==> src/rtl/alu_arbiter_pkg.sv <==
// Shared types and constants for the two-requester ALU arbiter.
// Opcode constants name the operations of the shared ALU; anything above
// OP_MAX is treated as an illegal operation and never reaches the ALU.
package alu_arbiter_pkg;

  typedef enum logic [1:0] {
    ST_IDLE = 2'd0,
    ST_EXEC = 2'd1,
    ST_RESP = 2'd2
  } state_t;

  localparam int OP_NOOP = 0;
  localparam int OP_AND  = 1;
  localparam int OP_CAS  = 2;
  localparam int OP_ADD  = 3;
  localparam int OP_SUB  = 4;
  localparam int OP_CMP  = 5;
  localparam int OP_LUI  = 6;
  localparam int OP_MAX  = OP_LUI;

endpackage

==> src/rtl/alu_arb_grant.sv <==
// Two-way grant logic for the ALU arbiter.
// Build option ALU_ARB_RR_EN: when defined, a tie goes to the requester not
// served last (registered pointer, requester 0 wins the first tie after
// reset); when undefined, requester 0 always wins a tie and no pointer exists.
module alu_arb_grant (
`ifdef ALU_ARB_RR_EN
  input  logic       clk,
  input  logic       rst_n,
  input  logic       take,
  input  logic       take_idx,
`endif
  input  logic [1:0] req_valid,
  output logic [1:0] grant
);

`ifdef ALU_ARB_RR_EN
  logic last;

  // Remember which requester was served by the most recent accept.
  always_ff @(posedge clk) begin
    if (!rst_n) begin
      last <= 1'b1;
    end else if (take) begin
      last <= take_idx;
    end
  end

  // One-hot grant; a tie goes to the requester not served last.
  always_comb begin
    grant = 2'b00;
    case (req_valid)
      2'b01:   grant = 2'b01;
      2'b10:   grant = 2'b10;
      2'b11:   grant = last ? 2'b01 : 2'b10;
      default: grant = 2'b00;
    endcase
  end
`else
  // One-hot grant; requester 0 has fixed priority on a tie.
  always_comb begin
    grant = 2'b00;
    case (req_valid)
      2'b01:   grant = 2'b01;
      2'b10:   grant = 2'b10;
      2'b11:   grant = 2'b01;
      default: grant = 2'b00;
    endcase
  end
`endif

endmodule

==> src/rtl/alu_arbiter.sv <==
// Arbiter sharing one combinational ALU between two requesters.
// One operation is in flight at a time: IDLE accepts, EXEC drives the ALU
// for exactly one cycle, RESP holds the result until the owner takes it.
// Build option ALU_ARB_RR_EN selects round-robin tie-breaking (see
// alu_arb_grant); the default build uses fixed priority for requester 0.
//
//   state | meaning
//   IDLE  | ready offered to the granted requester, ALU bus parked at NOOP
//   EXEC  | latched operation on the ALU bus, result captured at cycle end
//   RESP  | rsp_valid to owner, payload held until owner's rsp_ready
module alu_arbiter
  import alu_arbiter_pkg::*;
#(
  parameter int DATA_W = 24,
  parameter int SEL_W  = 4,
  parameter int COND_W = 2
) (
  input  logic              clk,
  input  logic              rst_n,
  input  logic [1:0]        req_valid,
  output logic [1:0]        req_ready,
  input  logic [SEL_W-1:0]  req0_sel,
  input  logic [SEL_W-1:0]  req1_sel,
  input  logic [COND_W-1:0] req0_cond,
  input  logic [COND_W-1:0] req1_cond,
  input  logic              req0_sf,
  input  logic              req1_sf,
  input  logic [DATA_W-1:0] req0_a,
  input  logic [DATA_W-1:0] req0_b,
  input  logic [DATA_W-1:0] req1_a,
  input  logic [DATA_W-1:0] req1_b,
  output logic [1:0]        rsp_valid,
  input  logic [1:0]        rsp_ready,
  output logic [DATA_W-1:0] rsp_result,
  output logic              rsp_zero,
  output logic              rsp_err,
  output logic [SEL_W-1:0]  alu_sel,
  output logic [COND_W-1:0] alu_cond,
  output logic              alu_sf,
  output logic [DATA_W-1:0] alu_a,
  output logic [DATA_W-1:0] alu_b,
  input  logic [DATA_W-1:0] alu_result,
  input  logic              alu_zero
);

  state_t state;
  logic   owner;
  logic   op_err;

  logic [1:0]        grant;
  logic              accept;
  logic              acc_idx;
  logic [SEL_W-1:0]  in_sel;
  logic [COND_W-1:0] in_cond;
  logic              in_sf;
  logic [DATA_W-1:0] in_a;
  logic [DATA_W-1:0] in_b;
  logic              in_ok;

  alu_arb_grant u_grant (
`ifdef ALU_ARB_RR_EN
    .clk      (clk),
    .rst_n    (rst_n),
    .take     (accept),
    .take_idx (acc_idx),
`endif
    .req_valid(req_valid),
    .grant    (grant)
  );

  assign req_ready = (state == ST_IDLE) ? grant : 2'b00;
  assign accept    = |(req_valid & req_ready);
  assign acc_idx   = grant[1];

  // Select the payload of the granted requester.
  always_comb begin
    in_sel  = acc_idx ? req1_sel  : req0_sel;
    in_cond = acc_idx ? req1_cond : req0_cond;
    in_sf   = acc_idx ? req1_sf   : req0_sf;
    in_a    = acc_idx ? req1_a    : req0_a;
    in_b    = acc_idx ? req1_b    : req0_b;
    in_ok   = (int'(in_sel) <= OP_MAX);
  end

  // Operation sequencer with registered ALU bus and response payload.
  // An illegal opcode keeps the ALU bus parked at NOOP during EXEC so the
  // ALU never sees an undefined select; the response is forced instead.
  always_ff @(posedge clk) begin
    if (!rst_n) begin
      state      <= ST_IDLE;
      owner      <= 1'b0;
      op_err     <= 1'b0;
      alu_sel    <= '0;
      alu_cond   <= '0;
      alu_sf     <= 1'b0;
      alu_a      <= '0;
      alu_b      <= '0;
      rsp_valid  <= 2'b00;
      rsp_result <= '0;
      rsp_zero   <= 1'b0;
      rsp_err    <= 1'b0;
    end else begin
      case (state)
        ST_IDLE: begin
          if (accept) begin
            owner  <= acc_idx;
            op_err <= !in_ok;
            if (in_ok) begin
              alu_sel  <= in_sel;
              alu_cond <= in_cond;
              alu_sf   <= in_sf;
              alu_a    <= in_a;
              alu_b    <= in_b;
            end
            state <= ST_EXEC;
          end
        end
        ST_EXEC: begin
          alu_sel    <= '0;
          alu_cond   <= '0;
          alu_sf     <= 1'b0;
          alu_a      <= '0;
          alu_b      <= '0;
          rsp_result <= op_err ? '0 : alu_result;
          rsp_zero   <= op_err ? 1'b1 : alu_zero;
          rsp_err    <= op_err;
          rsp_valid  <= {owner, ~owner};
          state      <= ST_RESP;
        end
        ST_RESP: begin
          if (rsp_ready[owner]) begin
            rsp_valid <= 2'b00;
            state     <= ST_IDLE;
          end
        end
        default: state <= ST_IDLE;
      endcase
    end
  end

endmodule

==> config.mk <==
export PLATFORM = sky130hd
export DESIGN_NAME = alu_arbiter
export DESIGN_NICKNAME = d
export VERILOG_FILES = /design/src/rtl/alu_arbiter_pkg.sv /design/src/rtl/alu_arb_grant.sv /design/src/rtl/alu_arbiter.sv
export SDC_FILE = /design/constraint.sdc
export NUM_CORES = 1
export LEC_CHECK = 0
export CORE_ASPECT_RATIO = 1.4
export CORE_MARGIN = 8
export CORE_UTILIZATION = 35
export CTS_CLUSTER_DIAMETER = 50
export DETAILED_ROUTE_END_ITERATION = 10
export GPL_TIMING_DRIVEN = 0
export PLACE_DENSITY = 0.74
export SLEW_MARGIN = 20
export SYNTH_ARGS = -nofsm -noshare
export SYNTH_HDL_FRONTEND = slang
export SYNTH_SLANG_ARGS = --single-unit
export TNS_END_PERCENT = 30
==> constraint.sdc <==
create_clock -name clk -period 1.7 [get_ports clk]
set_input_delay 0.17 -clock clk [delete_from_list [all_inputs] [get_ports clk]]
set_output_delay 0.17 -clock clk [all_outputs]
set_load 0.1 [all_outputs]
==> impl_metrics.env, run 1 <==
export IMPL_io_buffers=225
export IMPL_htreeDepth=3
export IMPL_critPathKind="flop to output pin"
export IMPL_power_density_nw_per_um2=965
export IMPL_multi_input_area_um2=2030
export IMPL_ir_worst_vdd_mv=0.492
export IMPL_ctsRootBufferMaster="clkbuf_16"
export IMPL_synth_compound_area_frac=0.0811
export IMPL_wl_mm=13.6
export IMPL_die_h_um=142
export IMPL_grt_total_usage=0.176
export IMPL_cp_num_buf_inv=1
export IMPL_wl_met3_um=751
export IMPL_gp_congestion=0.750
export IMPL_cts_buffer_depth=2
export IMPL_grt_overflow=0
export IMPL_synthSimpleGateAreaFrac=0.135
export IMPL_worst_pin_slew_ns=0.967
export IMPL_viasPerCell=4.74
export IMPL_fp_row_count=46
export IMPL_numCtsBuffers=9
export IMPL_slew_headroom=0.358
export IMPL_worst_setup_path_start_kind="flop"
export IMPL_crit_chain="clkdlybuf4s15_1"
export IMPL_grt_max_degree=14
export IMPL_p_leak_nw=2.90
export IMPL_r2r_slack_ns=0.12
export IMPL_fmax_mhz=601
export IMPL_yosysSeqAreaShare=0.437
export IMPL_yosys_area_share_xor_xnor=0
export IMPL_antenna_found_initial=0
export IMPL_required_ns=1.53
export IMPL_clk_latency_ns=0.34
export IMPL_ys_ff_latch=87
export IMPL_clock_sinks=87
export IMPL_period_share=0.979
export IMPL_holdWs_ns=0.422
export IMPL_max_stage_delay_ns=0.83
export IMPL_crit_family="buffers and inverters"
export IMPL_clkSlewWorstSetupHoldPaths_ns=0.06
export IMPL_n_fill_cell=1002
export IMPL_cp_slowest_cell="clkdlybuf4s15_1"
export IMPL_crit_path_start="alu_b[6]"
export IMPL_ctsHoldBuffers=0
export IMPL_synth_top_family_by_area="multiplexers"
export IMPL_areaGrowthSynthToFinish_pct=68.3
export IMPL_setup_viol=0
export IMPL_syn_num_nets=532
export IMPL_num_io_pins=226
export IMPL_status="finished, final reports clean"
export IMPL_dr_pass1_iters=4
export IMPL_max_cap_violations=0
export IMPL_crit_arrival_ns=1.49
export IMPL_die_x_um=106
export IMPL_yosysWarnings=0
export IMPL_avgSynthCellArea_um2=10.2
export IMPL_final_area_um2=6700
export IMPL_wl_met2_mm=7.46
export IMPL_period_needed_ns=1.66
export IMPL_cp_end_kind="output pin"
export IMPL_clock_skew_ns=0.00721
export IMPL_synth_mux_area_frac=0.291
export IMPL_final_cell_mix="clkdlybuf4s50_1, nand2_1, dfxtp_1"
export IMPL_hp_class="input pin to flop"
export IMPL_nNetsFinal=768
export IMPL_crit_fanout=2
export IMPL_grt_pass1_wl_mm=20.9
export IMPL_wl_met1_mm=4.99
export IMPL_synthAdderAreaFrac=0
export IMPL_slew_viol_final=0
export IMPL_syn_area_um2=3980
export IMPL_start_util=0.355
export IMPL_rsz0062_at_grt="no"
export IMPL_hp_start="alu_result[10]"
export IMPL_drive_above_1_share=0.293
export IMPL_n_antenna_cell=0
export IMPL_final_common_cell="clkdlybuf4s50_1"
export IMPL_tritoncts="built"
export IMPL_regToRegStartpoint="state[1]"
export IMPL_regArea_um2=1750
export IMPL_dieArea_um2=15100
export IMPL_place_area_um2=6420
export IMPL_core_um2=11200
export IMPL_drt_iter0_drc=55
export IMPL_drcViolationCount=0
export IMPL_grt_pass1_vias=4037
export IMPL_top_layer_used="met4"
export IMPL_via_count=3679
export IMPL_synth_cells=391
export IMPL_hpwl_mm=11.0
export IMPL_ant_nets=0
export IMPL_synth_distinct_cells=30
export IMPL_hold_viol=0
export IMPL_wl_per_cell_um=17.5
-- metal layers --
metal  vias to the layer above  track usage
met4                         0       0.0885
met1                      1729        0.172
li1                       1821            -
met3                        16       0.0440
met2                       113        0.333
met5                         -            0
-- stage by stage --
stage	TNS, ns	power (mW)	setup WS (ns)	utilization	cells
after floorplan	0	3.72	0.103	-	391
after global placement	-20.59	4.41	-1.05	0.572	760
final	0	6.46	0.0365	0.597	776
after detailed placement	-23.75	4.44	-1.07	0.572	760
after global routing	0	6.73	0.000161	0.597	776
after CTS	0	6.55	0.000606	0.608	776
-- cells by family (layout without fill, tap and decap cells) --
family	count (synthesis)	after routing
flip-flops	87	87
multiplexers	109	109
AO/OA/AOI/OAI	38	38
AND/OR/NAND/NOR	126	126
buffers and inverters	31	272
-- what timing repair did --
action,4_1_cts,5_1_grt
gates resized for setup,236,37
endpoints found under the setup margin,104,73
setup buffers,0,0
-- path summary, 6_finish.rpt --
kind | to | cells after the start
max | alu_b[6] | 1
min | rsp_result[10] | 2
max reg2reg | alu_b[20] | 8
min reg2reg | alu_a[21] | 2
-- area by class of cell --
| type | instances | share of cell area |
|---|---|---|
| Multi-Input combinational cell | 273 | 0.303 |
| Clock inverter | 3 | 0.00971 |
| Clock buffer | 13 | 0.0388 |
| Timing Repair Buffer | 225 | 0.326 |
| Buffer | 31 | 0.0345 |
| Tap cell | 144 | 0.0269 |
| Sequential cell | 87 | 0.261 |
-- cell usage after synthesis, drive strengths merged --
master	number	area, um2
clkbuf	5	33.8
nor2b	2	12.5
mux2	53	597
nand2	107	402
o211a	1	10.0
nor3	1	5.00
buf	26	188
and2	3	18.8
nor2	2	7.51
dfxtp	87	1740
o21ai	3	18.8
nor3b	5	42.5
nand3b	1	7.51
a21boi	1	7.51
a22o	24	210
o21a	2	15.0
mux2i	56	561
a211oi	2	15.0
and3	1	6.26
nand2b	3	26.3
and4b	1	10.0
a21oi	3	15.0
a31oi	1	21.3
o311a	1	10.0
-- flip-flops by register name (all words and copies together), names as in the netlist --
signal / cells
alu_a: 24
alu_b: 24
rsp_result: 24
alu_sel: 4
alu_cond: 2
rsp_valid: 2
state: 2
alu_sf: 1
op_err: 1
owner: 1
rsp_err: 1
rsp_zero: 1
-- where the power goes --
part           switching (mW)  leakage (nW)  internal (mW)
logic                    1.35          2.03          0.731
registers              0.0761         0.709           2.17
clock network           0.770         0.160           1.37
Note: power is estimated with default switching activity, not from simulation.
==> inputs of run 2 (changes only) <==
--- a/config.mk
+++ b/config.mk
@@ -5,6 +5,7 @@
 export SDC_FILE = /design/constraint.sdc
 export NUM_CORES = 1
 export LEC_CHECK = 0
+export CAP_MARGIN = 0
 export CORE_ASPECT_RATIO = 1.4
 export CORE_MARGIN = 8
 export CORE_UTILIZATION = 35
==> results of run 2 <==
The final DEF is identical to that of run 1; final timing and power are the same.
==> RTL edit, RTL diff (config.mk and constraints of run 1) <==
Set the parameter `DATA_W` to 28 (it was 24).
--- a/src/rtl/alu_arbiter.sv
+++ b/src/rtl/alu_arbiter.sv
@@ -12,5 +12,5 @@
   import alu_arbiter_pkg::*;
 #(
-  parameter int DATA_W = 24,
+  parameter int DATA_W = 28,
   parameter int SEL_W  = 4,
   parameter int COND_W = 2
Ports: changed (8 resized); port bits go from 226 to 258. No check against the original RTL was run, so the function may have changed too.
==> RTL edit against run 1 <==
Worst setup slack got worse by 8.7 ps; combinational power increased by 15%; wire length increased by 14%; cell count increased by 12%; synthesized area increased by 14%; total power increased by 10%; largest cell class unchanged; final area increased by 13%; sequential cell count increased by 12.
==> RTL edit: results (changes against run 1) <==
dpl cells=853 (was 760); clk_skew=8.46 ps (was 7.21 ps); status=finished clean (unchanged); Async SR Flop Fraction=0% (unchanged); Post-DP Area=7320 um^2 (was 6420 um^2); DP Wirelength=12,600 um (was 11,000 um); CTS buffer count=9 (unchanged); CP max stage delay=roughly 840 ps; WL per Instance=17.7 um (was 17.5 um); largest net degree at the start of global routing=17 (was 14); leak pwr=3.32 nW (was 2.90 nW); # port buffers=257 (was 225); Commonest cells post-synth=nand2_1 (123), dfxtp_1 (99), mux2i_1 (63) (was nand2_1 (107), dfxtp_1 (87), mux2i_1 (56)); critical path arrival=~1500 ps; CTS max path bufs=2 (unchanged); first-pass GRT wire length=23,600 um (was 20,900 um); met3 routed WL=1270 um (was 751 um); Routed WL=15,500 um (was 13,600 um); sequential area share after synthesis=43.6% (was 43.7%); Gate Count Post-Synth=443 (was 391); hold_ws=278 ps (was 422 ps); GRT Overall Usage=17.5% (was 17.6%); H-tree depth=3 (unchanged); Synth cell types=32 (was 30); number of global-route vias before repair=4,519 (was 4,037); worst hold path type=in2reg (unchanged); initial antenna violation count=0 (unchanged); yosys warns=0 (unchanged); FF-to-FF setup slack=60 ps (was 120 ps); # clock sinks=99 (was 87); clock latency on the worst-skew pair=around 330 ps; M1 WL=5730 um (was 4990 um); DRT Pass-1 Iters=4 (unchanged); largest delay contributor family on the critical path=buffers and inverters (unchanged); Worst-path clk slew=~70 ps; DRT iter0 DRCs=72 (was 55); GP Congestion=0.780 (was 0.750); nets=875 (was 768); Fillers=1,145 (was 1,002); share of layout cells above drive strength 1=29.6% (was 29.3%); Slew @ Worst Pin=977 ps (was 967 ps); synth top area cells=dfxtp_1 (44%), mux2_2 (15%), mux2i_1 (14%) (unchanged); top layer in use=met4 (unchanged); Max Fanout on Critical Path=2 (unchanged); # diodes=0 (unchanged); VDD IR max=0.568 mV (was 0.492 mV); vias per cell=4.80 (was 4.74); Top Registers=alu_a x28, alu_b x28, rsp_result x28 (was alu_a x24, alu_b x24, rsp_result x24); Root Driver=clkbuf_16 (unchanged); Slowest-stage cell, CP=clkdlybuf4s15_1 (unchanged); DR WL met2=8330 um (was 7460 um); syn nets=604 (was 532)
[RTL edit: cell families (layout without fill, tap and decap cells)]
logic type,Yosys count,count (layout),share of synthesized area [%]
simple gates,142,142,13.2
mux,125,125,29.3
flops,99,99,43.6
compound gates,42,42,7.54
buf+inv,35,311,6.33
[RTL edit: layout make-up]
cell class                 instances  share of cell area [%]
multi-input combinational        309                    30.2
timing repair buffer             260                    32.5
clock buffer                      10                    3.02
tap                              153                    2.53
sequential                        99                    26.2
clock inverter                     6                    1.16
buffer                            35                    4.37
[RTL edit: path summary, 6_finish.rpt]
kind | end | startpoint | depth (start not counted)
max reg2reg | rsp_result[13] | state[1] | 6
max | alu_b[16] | alu_b[16] | 1
min | owner | req_valid[1] | 3
min reg2reg | alu_a[14] | alu_a[14] | 2
[RTL edit: tightest hold or removal path: stages]
cell            delay, ps
dlymetal6s2s_1        180
a21oi_1               160
nor3b_1                60
[RTL edit: stage by stage]
step / TNS (ps) / utilization, % / setup WS (ps)
after floorplan: 0 / - / 159
after global placement: -25360 / 57.4 / -986
after detailed placement: -28280 / 57.4 / -1010
after CTS: -46.1 / 60.6 / -46.1
after global routing: -321 / 59.4 / -79.2
final: 0 / 59.4 / 27.8
[RTL edit: metal layers]
layer  GRT usage, %  vias to the layer above
li1               -                     2062
met1           17.3                     1972
met2           33.6                      146
met3           6.90                        8
met4           4.27                        0
met5              0                        -
[RTL edit: repair_timing]
action / in CTS / in global routing
hold endpoints to repair: 0 / 0
resized for setup: 267 / 51
buffers inserted: 0 / 3
endpoints found under the setup margin: 177 / 116
pin swaps: 1 / 0
[RTL edit: report_power, final]
group / internal [mW] / total [mW] / switching (mW)
clock network: 1.29 / 2.18 / 0.883
registers: 2.47 / 2.56 / 0.0881
logic: 0.858 / 2.40 / 1.55
total: 4.62 / 7.14 / 2.52
